--- config.mk ---
export PLATFORM = sky130hd
export DESIGN_NAME = os_result_drain
export DESIGN_NICKNAME = d
export VERILOG_FILES = /design/src/rtl/os_pkg.sv /design/src/rtl/os_drain_buf.sv /design/src/rtl/os_result_drain.sv
export SDC_FILE = /design/constraint.sdc
export NUM_CORES = 1
export LEC_CHECK = 0
export ABC_AREA = 1
export BUFFER_PORTS_ARGS = -buffer_cell sky130_fd_sc_hd__buf_4
export CORE_MARGIN = 2
export CORE_UTILIZATION = 52
export CTS_CLUSTER_SIZE = 10
export DETAILED_ROUTE_END_ITERATION = 12
export PLACE_DENSITY = 0.84
export SLEW_MARGIN = 20
export SYNTH_ARGS = -nofsm -noshare
export SYNTH_HDL_FRONTEND = slang
export SYNTH_SLANG_ARGS = --single-unit
--- constraint.sdc ---
create_clock -name clk -period 1.64 [get_ports clk]
set_input_delay 0.246 -clock clk [delete_from_list [all_inputs] [get_ports clk]]
set_output_delay 0.246 -clock clk [all_outputs]
set_load 0.1 [all_outputs]
--- src/rtl/os_pkg.sv ---
// Shared definitions for the output-stationary result drain: default result
// width and the drain FSM state encoding.
package os_pkg;

    localparam int ACC_WIDTH_DEF = 24;

    typedef enum logic [1:0] {
        IDLE,
        LOAD,
        CAPT,
        STREAM
    } drain_state_e;

endpackage

--- src/rtl/os_drain_buf.sv ---
// Local copy of a column's PE shadow results, captured in one cycle and read
// back one word at a time through an index-driven mux.
module os_drain_buf
    import os_pkg::*;
#(
    parameter int ACC_WIDTH = ACC_WIDTH_DEF,
    parameter int NUM_ROWS  = 4,
    parameter int IDX_W     = $clog2(NUM_ROWS)
) (
    input  logic                          clk,
    input  logic                          rst_n,
    input  logic                          cap_en,
    input  logic [NUM_ROWS*ACC_WIDTH-1:0] shadow_in,
    input  logic [IDX_W-1:0]              idx,
    output logic [ACC_WIDTH-1:0]          word
);

    logic [ACC_WIDTH-1:0] mem_q [NUM_ROWS];
    logic [ACC_WIDTH-1:0] mem_d [NUM_ROWS];

    always_comb begin
        mem_d = mem_q;
        if (cap_en) begin
            for (int r = 0; r < NUM_ROWS; r++) begin
                mem_d[r] = shadow_in[r*ACC_WIDTH +: ACC_WIDTH];
            end
        end
    end

    always_ff @(posedge clk or negedge rst_n) begin
        if (!rst_n) begin
            for (int r = 0; r < NUM_ROWS; r++) begin
                mem_q[r] <= '0;
            end
        end else begin
            mem_q <= mem_d;
        end
    end

    assign word = mem_q[idx];

endmodule

--- src/rtl/os_result_drain.sv ---
// Drains one systolic column: strobes the PEs to shadow their results, captures
// them, then streams them out row by row. Optional OS_RESULT_DRAIN_SAT_FLAG_EN adds out_sat.
module os_result_drain
    import os_pkg::*;
#(
    parameter int ACC_WIDTH = ACC_WIDTH_DEF,
    parameter int NUM_ROWS  = 4
) (
    input  logic                          clk,
    input  logic                          rst_n,
    input  logic                          start,
    input  logic [NUM_ROWS*ACC_WIDTH-1:0] shadow_in,
    output logic                          load_en,
    output logic                          busy,
    output logic                          out_valid,
    input  logic                          out_ready,
    output logic [ACC_WIDTH-1:0]          out_data,
    output logic [$clog2(NUM_ROWS)-1:0]   out_idx,
    output logic                          out_last,
    output logic                          drain_done
`ifdef OS_RESULT_DRAIN_SAT_FLAG_EN
    ,
    output logic                          out_sat
`endif
);

    localparam int                IDX_W    = $clog2(NUM_ROWS);
    localparam logic [IDX_W-1:0]  LAST_IDX = IDX_W'(NUM_ROWS - 1);

    drain_state_e         state_q, state_d;
    logic                 load_en_q, load_en_d;
    logic                 busy_q, busy_d;
    logic                 out_valid_q, out_valid_d;
    logic                 out_last_q, out_last_d;
    logic                 drain_done_q, drain_done_d;
    logic [IDX_W-1:0]     idx_q, idx_d;
    logic                 xfer;
    logic [ACC_WIDTH-1:0] buf_word;

    assign xfer = out_valid_q && out_ready;

    // Outputs are derived from the next state so they line up with the state flop.
    always_comb begin
        state_d      = state_q;
        idx_d        = idx_q;
        drain_done_d = 1'b0;
        case (state_q)
            IDLE: begin
                if (start) begin
                    state_d = LOAD;
                end
            end
            LOAD: begin
                state_d = CAPT;
            end
            CAPT: begin
                state_d = STREAM;
                idx_d   = '0;
            end
            STREAM: begin
                if (xfer) begin
                    if (out_last_q) begin
                        state_d      = IDLE;
                        idx_d        = '0;
                        drain_done_d = 1'b1;
                    end else begin
                        idx_d = idx_q + IDX_W'(1);
                    end
                end
            end
            default: begin
                state_d = IDLE;
            end
        endcase
        load_en_d   = (state_d == LOAD);
        busy_d      = (state_d != IDLE);
        out_valid_d = (state_d == STREAM);
        out_last_d  = out_valid_d && (idx_d == LAST_IDX);
    end

    always_ff @(posedge clk or negedge rst_n) begin
        if (!rst_n) begin
            state_q      <= IDLE;
            load_en_q    <= 1'b0;
            busy_q       <= 1'b0;
            out_valid_q  <= 1'b0;
            out_last_q   <= 1'b0;
            drain_done_q <= 1'b0;
            idx_q        <= '0;
        end else begin
            state_q      <= state_d;
            load_en_q    <= load_en_d;
            busy_q       <= busy_d;
            out_valid_q  <= out_valid_d;
            out_last_q   <= out_last_d;
            drain_done_q <= drain_done_d;
            idx_q        <= idx_d;
        end
    end

    os_drain_buf #(
        .ACC_WIDTH (ACC_WIDTH),
        .NUM_ROWS  (NUM_ROWS),
        .IDX_W     (IDX_W)
    ) u_buf (
        .clk       (clk),
        .rst_n     (rst_n),
        .cap_en    (state_q == CAPT),
        .shadow_in (shadow_in),
        .idx       (idx_q),
        .word      (buf_word)
    );

    assign load_en    = load_en_q;
    assign busy       = busy_q;
    assign out_valid  = out_valid_q;
    assign out_last   = out_last_q;
    assign drain_done = drain_done_q;
    assign out_idx    = idx_q;
    // Buffer contents are masked so the data bus reads zero whenever no word is offered.
    assign out_data   = out_valid_q ? buf_word : '0;

`ifdef OS_RESULT_DRAIN_SAT_FLAG_EN
    assign out_sat = out_valid_q && (&out_data);
`endif

endmodule

==> metrics, run 1 <==
status finished with violations; failing checks negative setup slack; share of layout cells above drive strength 1 roughly a third; post-synth top area cell dfrtp_1; post-DR wirelength/cell between 15 and 20 um; Relative slew margins 66.2%; Core ar. just under 9000 um2; ranking of synthesized cells by area dfrtp_1, nand2_1, nor2_1; min-delay src shadow_in[68]; Synth top cells by count nand2_1, dfrtp_1, nor2_1; initial core utilization a little over half; GRT Total Usage about 30%; global placer's final weighted congestion between 0.8 and 0.9; Critical Path Sink Type primary output; Syn Inst Count 631; post-synthesis sequential area ratio between 50 and 60%; CP Launch Point out_idx[1]; Root Driver clkbuf_8; vias per cell between 5 and 6; Die Ht roughly 100 um; first-pass GRT wire length roughly 23 mm; Max clock buf depth 2; clock-pin slew on the worst setup and hold paths ~0.1 ns; Top-Level Pins between 100 and 150; Routed WL 14.3 mm; endpoints failing hold 0; Nets about 860; Worst Path Required around 1.4 ns; DR iter-0 viols 226; final setup margin -0.341 ns; number of antenna diodes 0; Tmin final just under 2 ns; critical path arrival roughly 1.7 ns; worst flop-to-flop path startpoint state_q[1]; row cnt 34; DRT antenna net count 0; flops & latches, synth ~110; die area 9930 um2; Detailed Routing Iterations Pass 1 5; Synth Flop Type dfrtp_1; port bufs 130; R2R cell count 6; post-synthesis cell type count 14; clk sinks 105; fill count roughly 560; share of the clock period used by the worst path 121%; Synth Net Count 731; Synth Cell Area between 4000 and 5000 um2; EDFF count, synth 0; Placed Instance Area 6280 um2; vias 4,671; H-tree levels 3; DRC Markers 0; crit start category register; Area Growth Syn to Fin 47.2%; grt ovf 0; synthesized area per cell ~7.5 um2; Worst Setup EP out_data[7]; TritonCTS Buffers 9; critical-path maximum fanout 11; Achievable Freq between 0.5 and 0.6 GHz; share of the synthesized area in the top cell type 55.2%; leading cell type by number of instances after synthesis nand2_1; Clock Skew ~0.011 ns; clock latency on the worst-skew pair between 0.3 and 0.4 ns; initial antenna violation count 0; largest net degree at the start of global routing approximately 50; wire length on met2 approximately 8 mm; class of the worst hold path in -> reg; fin area ~7000 um2; Worst R2R End u_buf.mem_q[22]; met1 wire length around 5.4 mm; Crit Path Class reg -> out; FF-to-FF setup slack 0.25 ns; Die X around 100 um; Max Used Layer met4; Worst-Margin Slew 0.507 ns; Synth Warn # 0; CTS tree done; RSZ-0062 raised after global routing true; Final setup viols 24; Final HPWL DP around 9.5 mm; number of global-route vias before repair roughly 4,800; setup TNS -7.42 ns; Post-synth ARST share 100%; max-cap viol count 0; metal3 WL between 800 and 900 um; Max Slew Vio Count 0
-- worst max-delay path, cell delays in order, from the launching register on --
cell     delay (ns)
dfrtp_4        0.49
inv_2          0.08
buf_12         0.14
nor2_1         0.18
o21ai_2        0.11
a21oi_4        0.18
buf_12         0.19
-- metal layers --
layer | vias to the layer above | track usage, %
met5 | - | 0
met4 | 0 | 8.22
met3 | 26 | 5.83
met2 | 188 | 54.3
met1 | 2257 | 35.2
li1 | 2200 | -
-- kinds of logic after synthesis --
family	after synthesis	share of synthesized area, %
compound gates	76	7.99
buf+inv	48	4.78
flops	105	55.2
simple gates	402	32.0
-- placed cells by master (no fill, tap or decap) --
| cell | netlist | layout |
|---|---|---|
| dfrtp_4 | 0 | 3 |
| inv_1 | 6 | 5 |
| inv_8 | 0 | 1 |
| dfrtp_1 | 105 | 102 |
| o21ai_1 | 7 | 16 |
| dlygate4sd3_1 | 0 | 1 |
| nor2_4 | 1 | 1 |
| nand2_1 | 295 | 295 |
| nor2_1 | 101 | 84 |
| clkbuf_1 | 18 | 1 |
| buf_4 | 9 | 113 |
| buf_12 | 0 | 36 |
| o21ai_0 | 43 | 2 |
| clkbuf_8 | 0 | 9 |
| o21ai_2 | 0 | 32 |
| clkbuf_16 | 0 | 2 |
| a21oi_4 | 0 | 24 |
| bufinv_16 | 0 | 2 |
| a21oi_1 | 26 | 2 |
| inv_6 | 0 | 2 |
| inv_2 | 4 | 4 |
| nand3_1 | 4 | 4 |
| inv_4 | 0 | 1 |
| nor2_2 | 0 | 17 |
| clkinv_4 | 0 | 1 |
| nand4_1 | 1 | 1 |
-- state kept, by name, indices dropped and copies added (netlist names) --
| name | cells |
|---|---|
| out_valid | 1 |
| u_buf.mem_q | 96 |
| out_last | 1 |
| state_q | 2 |
| out_idx | 2 |
| busy | 1 |
| drain_done | 1 |
| load_en | 1 |
-- worst min path at each step --
stage	slack, ns	end	depth (start not counted)
3_5_place_dp	0.23	u_buf.mem_q[85]	1
6_report	0.07	u_buf.mem_q[44]	3
2_1_floorplan	-0.05	busy	0
4_1_cts	0.06	u_buf.mem_q[44]	3
3_3_place_gp	0.22	u_buf.mem_q[85]	1
5_1_grt	0.06	u_buf.mem_q[44]	3
-- final cells by class --
cell class | count | area, um2 | share of cell area (%)
Timing Repair Buffer | 152 | 1630 | 23.3
Tap cell | 108 | 135 | 1.93
Sequential cell | 105 | 2640 | 37.7
Multi-Input combinational cell | 478 | 2340 | 33.4
Inverter | 10 | 40.0 | 0.572
Clock inverter | 6 | 97.6 | 1.39
Clock buffer | 10 | 128 | 1.82
-- stage by stage --
stage               instances  setup slack, ns  hold WS, ns  utilization, %
floorplan                 631           -0.367      -0.0496               -
global placement          849          -0.0454        0.223            71.3
detailed placement        849          -0.0400        0.234            71.3
CTS                       866           -0.336       0.0553            78.4
global route              869           -0.405       0.0644            79.6
finish                    869           -0.341       0.0685            79.6
-- repair_timing --
action	4_1_cts	5_1_grt
cloned	0	2
buffers inserted	0	1
gates resized for setup	104	15
pin swaps	3	1
setup endpoints to repair	24	24
endpoints found under the hold margin	32	0
hold buffers	1	0
Power of run 1 is left out: the tool's default activity adds up to more than one toggle a clock period on the data nets, which glitch-free logic cannot reach.
==> run 2, diff against run 1 <==
PLACE_DENSITY = 0.83   (was 0.84)
RECOVER_POWER = 25   (was default)
==> metrics, run 2 (synthesized netlist as in run 1, its figures left out) <==
status finished with violations; failing checks negative setup slack; Area Growth Syn to Fin 54.9%; CP Launch Point out_idx[0]; max-cap viol count 0 (unchanged); first-pass GRT wire length 22.6 mm (-1.3%); critical-path maximum fanout 8 (-3); H-tree levels 3 (unchanged); Clock Skew 0.00906 ns (-0.00154 ns); global placer's final weighted congestion 0.935 (+4.0%); vias 5,090 (+9.0%); Detailed Routing Iterations Pass 1 7 (+2); Die X 99.7 um (unchanged); class of the worst hold path in -> reg; CTS tree done; Worst-Margin Slew 1.08 ns (+0.572 ns); critical path arrival 1.82 ns (+0.08 ns); TritonCTS Buffers 9 (unchanged); Final Util 83.7% (+4.2 points); commonest non-fill, non-tap cell in the layout nand2_1; initial antenna violation count 0 (unchanged); Crit Path Class reg -> out; Achievable Freq 0.484 GHz (-4.1%); final setup margin -0.426 ns (-0.0845 ns); setup TNS -8.83 ns (-1.42 ns); Relative slew margins 28.1% (-38 points); Seq. cell area 2640 um2 (unchanged); GRT Total Usage 28.9% (-0.67 points); grt ovf 0 (unchanged); largest net degree at the start of global routing 97 (+90%); port bufs 130 (unchanged); fin area 7370 um2 (+5.2%); RSZ-0062 raised after global routing true; Worst Path Required 1.39 ns (about the same); Placed Instance Area 6260 um2 (-0.20%); worst path cell trace buf_6, buf_8, nor2_1, nor2_1, o21ai_1, a21oi_4, buf_12; Final setup viols 29 (+21%); clk sinks 105 (unchanged); number of antenna diodes 0 (unchanged); Nets 867 (+1.3%); Most common cell on crit path nor2_1; clock latency on the worst-skew pair 0.36 ns (about the same); max reg flops 96 (unchanged); share of the clock period used by the worst path 126% (+5.2 points); Top reg by flops u_buf.mem_q; share of layout cells above drive strength 1 37.4% (+4.8 points); DR iter-0 viols 377 (+67%); Core ar. 8810 um2 (unchanged); clock-pin slew on the worst setup and hold paths 0.11 ns (about the same); post-DR wirelength/cell 18.7 um (+14%); Max Slew Vio Count 0 (unchanged); initial core utilization 54.0% (unchanged); DRT antenna net count 0 (unchanged); Critical Path Sink Type primary output; endpoints failing hold 0 (unchanged); vias per cell 5.78 (+7.6%); slowest cell delay on critical path 0.46 ns (-0.03 ns); Root Driver clkbuf_8; row cnt 34 (unchanged); number of global-route vias before repair 4,750 (-1.0%); Final HPWL DP 9.27 mm (-1.9%); worst flop-to-flop path startpoint out_idx[0]; area of the multi-input gates 2500 um2 (+6.8%); die area 9930 um2 (unchanged); Max clock buf depth 2 (unchanged); Top-Level Pins 131 (unchanged); slowest cell on the critical path dfrtp_4; DRC Markers 0 (unchanged); Top Family by Delay on Critical Path buffers and inverters; fill count 455 (-18%); most frequent cells in the layout nand2_1, buf_4, dfrtp_1; Routed WL 16.4 mm (+15%); min-delay src shadow_in[22]; Tmin final 2.07 ns (+0.0845 ns); Die Ht 99.7 um (unchanged); CP Buf/Inv Count 3 (unchanged); crit start category register
[run 2: cell types whose count changed in the layout (fill, tap and decap cells not counted), sizes merged]
| cell | change |
|---|---|
| clkbuf | +5 |
| buf | +5 |
| inv | -1 |
| clkinv | +2 |
[run 2: worst paths after layout]
kind / cells past startpoint / slack, ns / end
worst max-delay path: 7 / -0.43 / out_data[16]
worst min-delay path: 3 / 0.07 / u_buf.mem_q[94]
worst max register to register: 6 / 0.22 / out_idx[0]
worst min register to register: 2 / 0.49 / u_buf.mem_q[95]
max in group asynchronous: 3 / -0.01 / u_buf.mem_q[30]
min in group asynchronous: 2 / 0.59 / u_buf.mem_q[83]
[run 2: per-layer routing]
layer  track usage, %  vias to the layer above  share of wire [%]
met4             10.7                        0                4.6
met2             51.0                      364                 51
met3             4.78                       72                9.1
li1                 -                     2227                  -
met1             35.6                     2427                 35
met5                0                        -                  0
[run 2: layout make-up]
class	instances	area share, %
Clock buffer	9	1.68
Clock inverter	7	1.36
Inverter	10	0.679
Multi-Input combinational cell	478	33.9
Sequential cell	105	35.8
Tap cell	108	1.83
Timing Repair Buffer	163	24.8
[run 2: worst min-delay path: cells and delay by family]
kind | cells | cell delay, ns
AND/OR/NAND/NOR | 2 | 0.09
buffers and inverters | 1 | 0.07
[run 2: metrics by stage]
step / setup slack, ns / hold WS, ns / cells
floorplan: -0.367 / -0.0496 / 631
finish: -0.426 / 0.0747 / 880
global placement: -0.0346 / 0.133 / 849
detailed placement: -0.0422 / 0.133 / 849
CTS: -0.367 / 0.0684 / 866
global route: -0.484 / 0.0730 / 880
[run 2: repair_timing]
action	CTS	global route
setup endpoints to repair	24	24
pin swaps	0	35
setup buffers	0	3
gates cloned	0	11
endpoints found under the hold margin	16	0
hold buffers	1	0
resized for setup	75	99
Power of run 2 is left out for the same reason.
